$ cat src/rtl/cipher_pkg.sv
// Shared types and helpers for the cipher stream feeder and its FIFO.
package cipher_pkg;

    localparam int SYM_W = 4;
    localparam int HEX_W = 16;
    localparam int KEY_W = 4;

    typedef enum logic [1:0] {
        ST_IDLE    = 2'd0,
        ST_DRIVE   = 2'd1,
        ST_CAPTURE = 2'd2,
        ST_PRESENT = 2'd3
    } state_e;

    function automatic logic [HEX_W-1:0] onehot16(input logic [SYM_W-1:0] sym);
        return HEX_W'(1) << sym;
    endfunction

endpackage

$ cat src/rtl/sync_fifo.sv
// Single-clock FIFO with occupancy output; depth must be a power of two.
module sync_fifo #(
    parameter int WIDTH = 8,
    parameter int DEPTH = 4
) (
    input  logic                     clk,
    input  logic                     reset,
    input  logic                     push_i,
    input  logic [WIDTH-1:0]         data_i,
    input  logic                     pop_i,
    output logic [WIDTH-1:0]         data_o,
    output logic                     full_o,
    output logic                     empty_o,
    output logic [$clog2(DEPTH):0]   level_o
);
    localparam int PTR_W = $clog2(DEPTH);
    localparam int LVL_W = PTR_W + 1;

    logic [WIDTH-1:0] mem_q [DEPTH];
    logic [PTR_W-1:0] wr_q, wr_d, rd_q, rd_d;
    logic [LVL_W-1:0] lvl_q, lvl_d;
    logic             do_push, do_pop;

    assign do_push = push_i && !full_o;
    assign do_pop  = pop_i && !empty_o;

    // Pointers wrap naturally because DEPTH is a power of two.
    always_comb begin
        wr_d  = wr_q;
        rd_d  = rd_q;
        lvl_d = lvl_q;
        if (do_push) wr_d = wr_q + 1'b1;
        if (do_pop)  rd_d = rd_q + 1'b1;
        if (do_push && !do_pop)      lvl_d = lvl_q + 1'b1;
        else if (!do_push && do_pop) lvl_d = lvl_q - 1'b1;
    end

    always_ff @(posedge clk or posedge reset) begin
        if (reset) begin
            wr_q  <= '0;
            rd_q  <= '0;
            lvl_q <= '0;
        end else begin
            wr_q  <= wr_d;
            rd_q  <= rd_d;
            lvl_q <= lvl_d;
        end
    end

    always_ff @(posedge clk) begin
        if (do_push) mem_q[wr_q] <= data_i;
    end

    assign data_o  = mem_q[rd_q];
    assign full_o  = (lvl_q == LVL_W'(DEPTH));
    assign empty_o = (lvl_q == '0);
    assign level_o = lvl_q;

endmodule

$ cat src/rtl/cipher_stream_feeder.sv
// Buffers symbols, drives them one-hot into the hex cipher core, and returns
// the captured core results with a round-trip match flag and error count.
module cipher_stream_feeder
    import cipher_pkg::*;
#(
    parameter int FIFO_DEPTH    = 4,
    parameter int SETTLE_CYCLES = 2,
    parameter int ERR_W         = 8
) (
    input  logic                          clk,
    input  logic                          reset,
    input  logic                          in_valid,
    output logic                          in_ready,
    input  logic [SYM_W-1:0]              in_symbol,
    input  logic [KEY_W-1:0]              in_key,
    output logic [HEX_W-1:0]              core_hex_in,
    output logic [KEY_W-1:0]              core_pub_key,
    input  logic [KEY_W-1:0]              core_encrypt,
    input  logic [KEY_W-1:0]              core_prv_key,
    input  logic [HEX_W-1:0]              core_hex_out,
    output logic                          out_valid,
    input  logic                          out_ready,
    output logic [SYM_W-1:0]              out_symbol,
    output logic [KEY_W-1:0]              out_encrypt,
    output logic [KEY_W-1:0]              out_prv_key,
    output logic                          out_match,
    output logic [ERR_W-1:0]              err_count,
    output logic [$clog2(FIFO_DEPTH):0]   fifo_level
);
    localparam int CNT_W = $clog2(SETTLE_CYCLES) + 1;

    state_e               state_q, state_d;
    logic [CNT_W-1:0]     cnt_q, cnt_d;
    logic [HEX_W-1:0]     hex_q, hex_d;
    logic [KEY_W-1:0]     pub_q, pub_d;
    logic [SYM_W-1:0]     sym_q, sym_d;
    logic                 ovld_q, ovld_d;
    logic [SYM_W-1:0]     osym_q, osym_d;
    logic [KEY_W-1:0]     oenc_q, oenc_d;
    logic [KEY_W-1:0]     oprv_q, oprv_d;
    logic                 omatch_q, omatch_d;
    logic [ERR_W-1:0]     err_q, err_d;
    logic                 rdy_en_q;

    logic                     fifo_full, fifo_empty, pop;
    logic [KEY_W+SYM_W-1:0]   head;

    // rdy_en_q keeps in_ready low until the first clock after reset releases.
    assign in_ready = rdy_en_q && !fifo_full;
    assign pop      = (state_q == ST_IDLE) && !fifo_empty;

    sync_fifo #(
        .WIDTH (KEY_W + SYM_W),
        .DEPTH (FIFO_DEPTH)
    ) u_fifo (
        .clk     (clk),
        .reset   (reset),
        .push_i  (in_valid && in_ready),
        .data_i  ({in_key, in_symbol}),
        .pop_i   (pop),
        .data_o  (head),
        .full_o  (fifo_full),
        .empty_o (fifo_empty),
        .level_o (fifo_level)
    );

    always_comb begin
        state_d  = state_q;
        cnt_d    = cnt_q;
        hex_d    = hex_q;
        pub_d    = pub_q;
        sym_d    = sym_q;
        ovld_d   = ovld_q;
        osym_d   = osym_q;
        oenc_d   = oenc_q;
        oprv_d   = oprv_q;
        omatch_d = omatch_q;
        err_d    = err_q;
        case (state_q)
            ST_IDLE: begin
                hex_d = '0;
                pub_d = '0;
                if (!fifo_empty) begin
                    sym_d   = head[SYM_W-1:0];
                    hex_d   = onehot16(head[SYM_W-1:0]);
                    pub_d   = head[KEY_W+SYM_W-1:SYM_W];
                    cnt_d   = CNT_W'(SETTLE_CYCLES - 1);
                    state_d = ST_DRIVE;
                end
            end
            ST_DRIVE: begin
                if (cnt_q == '0) state_d = ST_CAPTURE;
                else             cnt_d   = cnt_q - 1'b1;
            end
            ST_CAPTURE: begin
                osym_d   = sym_q;
                oenc_d   = core_encrypt;
                oprv_d   = core_prv_key;
                omatch_d = (core_hex_out == hex_q);
                if ((core_hex_out != hex_q) && (err_q != {ERR_W{1'b1}}))
                    err_d = err_q + 1'b1;
                ovld_d   = 1'b1;
                state_d  = ST_PRESENT;
            end
            ST_PRESENT: begin
                if (out_ready) begin
                    ovld_d  = 1'b0;
                    hex_d   = '0;
                    pub_d   = '0;
                    state_d = ST_IDLE;
                end
            end
            default: state_d = ST_IDLE;
        endcase
    end

    always_ff @(posedge clk or posedge reset) begin
        if (reset) begin
            state_q  <= ST_IDLE;
            cnt_q    <= '0;
            hex_q    <= '0;
            pub_q    <= '0;
            sym_q    <= '0;
            ovld_q   <= 1'b0;
            osym_q   <= '0;
            oenc_q   <= '0;
            oprv_q   <= '0;
            omatch_q <= 1'b0;
            err_q    <= '0;
            rdy_en_q <= 1'b0;
        end else begin
            state_q  <= state_d;
            cnt_q    <= cnt_d;
            hex_q    <= hex_d;
            pub_q    <= pub_d;
            sym_q    <= sym_d;
            ovld_q   <= ovld_d;
            osym_q   <= osym_d;
            oenc_q   <= oenc_d;
            oprv_q   <= oprv_d;
            omatch_q <= omatch_d;
            err_q    <= err_d;
            rdy_en_q <= 1'b1;
        end
    end

    assign core_hex_in  = hex_q;
    assign core_pub_key = pub_q;
    assign out_valid    = ovld_q;
    assign out_symbol   = osym_q;
    assign out_encrypt  = oenc_q;
    assign out_prv_key  = oprv_q;
    assign out_match    = omatch_q;
    assign err_count    = err_q;

endmodule

$ cat config.mk
export PLATFORM = sky130hd
export DESIGN_NAME = cipher_stream_feeder
export DESIGN_NICKNAME = d
export VERILOG_FILES = /design/src/rtl/cipher_pkg.sv /design/src/rtl/sync_fifo.sv /design/src/rtl/cipher_stream_feeder.sv
export SDC_FILE = /design/constraint.sdc
export NUM_CORES = 1
export LEC_CHECK = 0
export BUFFER_PORTS_ARGS = -buffer_cell sky130_fd_sc_hd__buf_4
export CAP_MARGIN = 20
export CORE_MARGIN = 3
export CORE_UTILIZATION = 49
export DETAILED_ROUTE_END_ITERATION = 8
export HOLD_SLACK_MARGIN = 0.06
export PLACE_DENSITY = 0.8
export SKIP_LAST_GASP = 1
export SLEW_MARGIN = 20
export SYNTH_ARGS = -nofsm -noshare
export SYNTH_HDL_FRONTEND = slang
export SYNTH_SLANG_ARGS = --single-unit
$ cat constraint.sdc
create_clock -name clk -period 2.3 [get_ports clk]
set_clock_uncertainty 0.05 [all_clocks]
set_input_delay 0.345 -clock clk [delete_from_list [all_inputs] [get_ports clk]]
set_output_delay 0.345 -clock clk [all_outputs]
set_load 0.02 [all_outputs]
Word-level counts from Yosys, hierarchy flattened
Memory sizes are Yosys's and may differ from the RTL's.
Cells that the tools add are included.
Cells by class
  bitwise operators: 1
  shift-type cells: 1
  $add $sub $neg: 6
  equality and inequality tests: 11
  muxes and demuxes: 18
  reductions and logical operators: 25
Operators by type and width (number)
  $mux 16: 2
  $pmux 16 s2: 1
  $eq 16x16->1: 1
  $ne 16x16->1: 1
  $shl 1x4->16 const A: 1
  $add 8x1->8 const B: 1
  $logic_and 1x1->1: 8
  $mux 2: 4
  $mux 4: 2
  $ne 2x2->1 const B: 4
  $ne 8x8->1 const B: 1
  $pmux 2 s4: 1
  $pmux 4 s2: 1
  $reduce_and 2->1: 4
  $reduce_bool 2->1: 4
  $mux 3: 2
  $reduce_and 3->1: 2
  $add 2x1->2 const B: 2
  $eq 2x2->1 const B: 2
  $logic_not 1->1: 4
  $logic_not 2->1: 2
  $pmux 2 s2: 1
  $add 3x1->3 const B: 1
  $eq 3x3->1 const B: 1
  other kinds (7): 9
Storage, ports and cells
  register bits: 58
  input bits: 36
  logic and storage cells: 78
  RAM bits: 32
  memories: 1
  output and inout port bits: 46
Memory list
  u_fifo.mem_q: depth 4, width 8, read ports 1, clocked after Yosys merged registers in 0, wr ports 1, RTL line sync_fifo.sv:19  | logic [WIDTH-1:0] mem_q [DEPTH];

Longest topological paths before layout
  depth after elaboration: 9
  gate-level depth with buffers: 9
  mapped depth without buffers: 9

Hierarchy
From an unflattened synthesis, not the netlist that was laid out.
Second synthesis, totals
  cell total of the unflattened synthesis: 277
  area total of the unflattened synthesis: 3963.8 sq um
Modules (own cells, without submodules)
  cipher_stream_feeder: cells each 199, times used 1, area each 2371.0 sq um, seq. area each 1276.2 sq um
  sync_fifo: cells each 78, times used 1, area each 1592.8 sq um, seq. area each 1136.1 sq um

Worst setup path before layout
No wires, ideal clock.
  kind: reg-to-reg
  start point: register u_fifo.lvl_q[0] (netlist: u_fifo.level_o[0])
  end point: register u_fifo.lvl_q[2] (netlist: u_fifo.level_o[2])
  data required time: 2.170 ns
  library setup time: 0.080 ns
  setup slack: -0.421 ns
  path buffers: 0
  period minus slack after synthesis: 2.721 ns
  stages on the path, launching flop included: 10
  data arrival time: 2.592 ns
  path through: dfrtp_1 -> nor2_1 -> a21boi_0 -> and2_0 -> ha_1 -> inv_1 -> fa_1 -> xor2_1 -> nor2_1 -> xor2_1
On the way
  longest elaborated chain between the ends: 8
  elaborated cells between the ends (all ways): 18
  those cells by class: add/sub (2); eq/ne (1); mux (2); reduce/logical (13)
Ends and longest elaborated chain
  start, declared: RTL line sync_fifo.sv:21  | logic [LVL_W-1:0] lvl_q, lvl_d;
  start signal, assigned: RTL line sync_fifo.sv:46  | lvl_q <= lvl_d;
  $eq 3x3->1 *: RTL line sync_fifo.sv:55  | assign full_o = (lvl_q == LVL_W'(DEPTH));
  $logic_not 1->1 *: RTL line cipher_stream_feeder.sv:49  | assign in_ready = rdy_en_q && !fifo_full;
  $logic_and 1x1->1 *: RTL line cipher_stream_feeder.sv:49
  net in_ready: RTL line cipher_stream_feeder.sv:13  | output logic in_ready,
  $logic_and 1x1->1 *: RTL line cipher_stream_feeder.sv:58  | .push_i (in_valid && in_ready),
  $logic_and 1x1->1 *: RTL line sync_fifo.sv:24  | assign do_push = push_i && !full_o;
  net u_fifo.do_push: RTL line sync_fifo.sv:22  | logic do_push, do_pop;
  $logic_not 1->1: RTL line sync_fifo.sv:35  | else if (!do_push && do_pop) lvl_d = lvl_q - 1'b1;
  $logic_and 1x1->1: RTL line sync_fifo.sv:35
  $reduce_bool 2->1 (no source line)
Mark *: on every way through the listed nets, which the timed path passes. The rest lies on a longest branch. The select of a mux whose other input is x is not followed.
A chain may end at the register's enable or synchronous reset.

Worst setup path in the final report
  start point: register u_fifo.lvl_q[2] (netlist: u_fifo.level_o[2])
  end point: register u_fifo.lvl_q[2] (netlist: u_fifo.level_o[2])
On the way
  longest elaborated chain between the ends: 8
  elaborated cells between the ends (all ways): 18
  those cells by class: add/sub (2); eq/ne (1); mux (2); reduce/logical (13)
Ends and longest elaborated chain (RTL line)
  $eq 3x3->1: sync_fifo.sv:55
  $logic_not 1->1: sync_fifo.sv:24, cipher_stream_feeder.sv:49
  $logic_and 1x1->1: cipher_stream_feeder.sv:49
  $logic_and 1x1->1: cipher_stream_feeder.sv:58
  $logic_and 1x1->1: sync_fifo.sv:24
  $logic_not 1->1: sync_fifo.sv:35
  $logic_and 1x1->1: sync_fifo.sv:35
  $reduce_bool 2->1 (no source line)
Several ways; a longest one is shown, not always the timed one. The select of a mux whose other input is x is not followed.

==> results.ini <==
[grt]
antenna_found_initial = 0
grt_max_degree = 23
grt_pass1_vias = 2491
grt_pass1_wl_um = 12000
grt_overflow = 0
grt_usage_pct = 17.5

[synthesis]
syn_area_per_cell_um2 = 14.5
yosys.cell_types.count = 42
ys.flop_type = dfrtp_1
syn-num-nets = 317
synth-edff-count = 32
async_reset_ff_share_pct = 64.4
seq_area_frac_synth_pct = 62.2
postSynthCellCount = 268
synth.cell_area_um2 = 3880
yosys_warnings = 0
yosys_register_bits = 90

[sta]
fin_ws_ns = 0.159
worstMarginPinSlew_ns = 0.505
rsz0062_at_grt = no
whs_ns = 0.139
fmax_mhz = 467
hold_violations = 0
finalSetupViolCount = 0
relSlewSlack_pct = 66.3
timing.setup.tns_ns = 0
maxSlewViolCount = 0
fin_crit_sh_pct = 93.1
fin_crit_ns = 2.14

[setup_path]
start_kind = flop
worstPathCellList = or3_4, nand2_1, ha_1, inv_1, fa_1, xor2_1, nor2_1, xor2_1
crit_cells = 8
cp_num_buf_inv = 1
crit_fanout = 4
worstPathRequired_ns = 2.52
cp.arrival_ns = 2.36
cp-end-kind = flop
slowest_delay_ns = 0.43
crit_type = flop to flop
cpLargestDelayFamily = simple AND/OR/NAND/NOR gates
rrSetupSlack_ns = 0.16
critPathSlowestCell = dfrtp_1
cp_common_cell = xor2_1
reg2regPathDepth = 8

[layout]
final_common_cell = buf_4
seq_area_um2 = 2410
multi_input_area_um2 = 1390
num_antenna_cells = 0
fillerInstances = 578
drive_above_1_share_pct = 39.3
final_util_pct = 65.1
layout_common_cells = 91 x buf_4, 57 x dfrtp_1, 32 x edfxtp_1
area_growth_pct = 24.9
final_nets = 413

[worst_hold_path]
min_path_type = primary input to flop
whs_path_depth = 1

[pwr]
pwr_density_cell_nw_per_um2 = 1380
p_leak_nw = 2.10
ir_drop_uv = 719
power_w = 0.00667

[drt]
wl_per_cell_um = 15.4
drtIter0Drc = 65
drc = 0
routed_wl_um = 7200
vias = 2473
postRouteAntennaNets = 0
viasPerCell = 5.28
dr.pass1.iters = 6

[clocking]
clock-sinks = 90
clock_latency_ns = 0.35
h-tree-depth = 3
cts_root_buf = clkbuf_8
cts_buffers = 9
clock_path_buffers = 2
clkTransAtPathRegs_ns = 0.09
cts_tree = done

[placement]
portBuffers = 81
finalWeightedCongestion = 0.727
dp_worst_setup_slack_ns = 0.113
dpl.hpwl_um = 5490

[floorplanning]
dieArea_um2 = 9020
core_area_um2 = 7450
ios = 82
die_h_um = 95.0
start_util_pct = 52.1
core.rowCount = 31
die_x_um = 95.0

[status]
status = finished clean

[run]
max_cap_viol_count = 0

-- what timing repair did --
action / in CTS / in global routing
buffers inserted: 0 / 3
gates resized for setup: 0 / 2
hold endpoints to repair: 20 / 0
endpoints found under the setup margin: 0 / 1
hold buffers: 1 / 0
-- where the power goes --
group | switching (W) | internal [W]
registers | 0.000476 | 0.00220
logic | 0.00154 | 0.00149
clock network | 0.000559 | 0.000399
total | 0.00258 | 0.00409
-- layer usage --
metal | GRT usage, % | up-vias | routed length [um]
met5 | 0 | - | 0
met4 | 5.65 | 0 | 81
met3 | 5.10 | 8 | 539
met2 | 28.5 | 83 | 3570
met1 | 22.7 | 1224 | 3000
li1 | - | 1158 | -
-- synthesized netlist by cell type (2+ instances only) --
master    count  area (um^2)
ha_1         12          150
nor3_1        3         15.0
nand3_1       4         20.0
o21ai_0       7         35.0
clkbuf_1      4         15.0
nand4_1       6         37.5
inv_1        13         48.8
a22o_1       12          105
nor2_1       10         37.5
nor2b_2       2         17.5
mux4_2        8          180
dfrtp_1      58         1450
a21oi_1       4         20.0
edfxtp_1     32          961
mux2_2       19          214
a32o_1        3         30.0
o21ai_1       2         10.0
nand2_1      14         52.6
xor2_1        9         78.8
clkbuf_2      2         10.0
and3_1        4         25.0
xnor2_1      20          175
-- metrics by stage --
stage	std cells	cell area, um^2
floorplan	268	3880
global placement	448	4630
detailed placement	448	4630
CTS	465	4820
global route	468	4850
finish	468	4850
-- final timing paths --
kind                                                     from                             to
worst max register to register  u_fifo.level_o[2]$_DFFE_PP0P_  u_fifo.level_o[2]$_DFFE_PP0P_
worst min-delay path                                in_key[3]   u_fifo.mem_q[0][7]$_DFFE_PP_
worst max-delay path            u_fifo.level_o[2]$_DFFE_PP0P_  u_fifo.level_o[2]$_DFFE_PP0P_
max in group asynchronous                               reset    core_hex_in[14]$_DFFE_PP0P_
worst min register to register       err_count[7]$_DFFE_PP0P_       err_count[7]$_DFFE_PP0P_
min in group asynchronous                               reset       err_count[7]$_DFFE_PP0P_
-- layout make-up --
cell class                 count  share of cell area [%]
clock inverter                 7                    1.08
sequential                    90                    49.8
timing repair buffer          92                    14.3
multi-input combinational    158                    28.7
tap                           99                    2.56
clock buffer                   9                    2.56
inverter                      13                    1.01
-- flip-flops by register name, indices dropped and copies added, names as in the netlist, 3 cells and up --
| signal | count |
|---|---|
| out_prv_key | 4 |
| core_hex_in | 16 |
| out_symbol | 4 |
| out_encrypt | 4 |
| err_count | 8 |
| u_fifo.mem_q | 32 |
| core_pub_key | 4 |
| sym_q | 4 |
| u_fifo.level_o | 3 |
-- worst register-to-register path, cell delays in order (launching register included) --
cell and delay, ns:
dfrtp_1 0.43, or3_4 0.42, nand2_1 0.11, ha_1 0.19, inv_1 0.06, fa_1 0.37
xor2_1 0.15, nor2_1 0.13, xor2_1 0.17
-- kinds of logic (layout without fill, tap and decap cells) --
logic type | count (synthesis) | count (layout) | share of synthesized area [%]
other cells | 1 | 1 | 0.0967
compound gates | 35 | 35 | 6.55
mux | 28 | 28 | 10.5
fa+ha+maj | 13 | 13 | 4.39
simple gates | 52 | 52 | 7.51
xor+xnor | 29 | 29 | 6.55
buf+inv | 20 | 121 | 2.19
flops | 90 | 90 | 62.2
No activity file was read; power rests on OpenSTA's default activity.
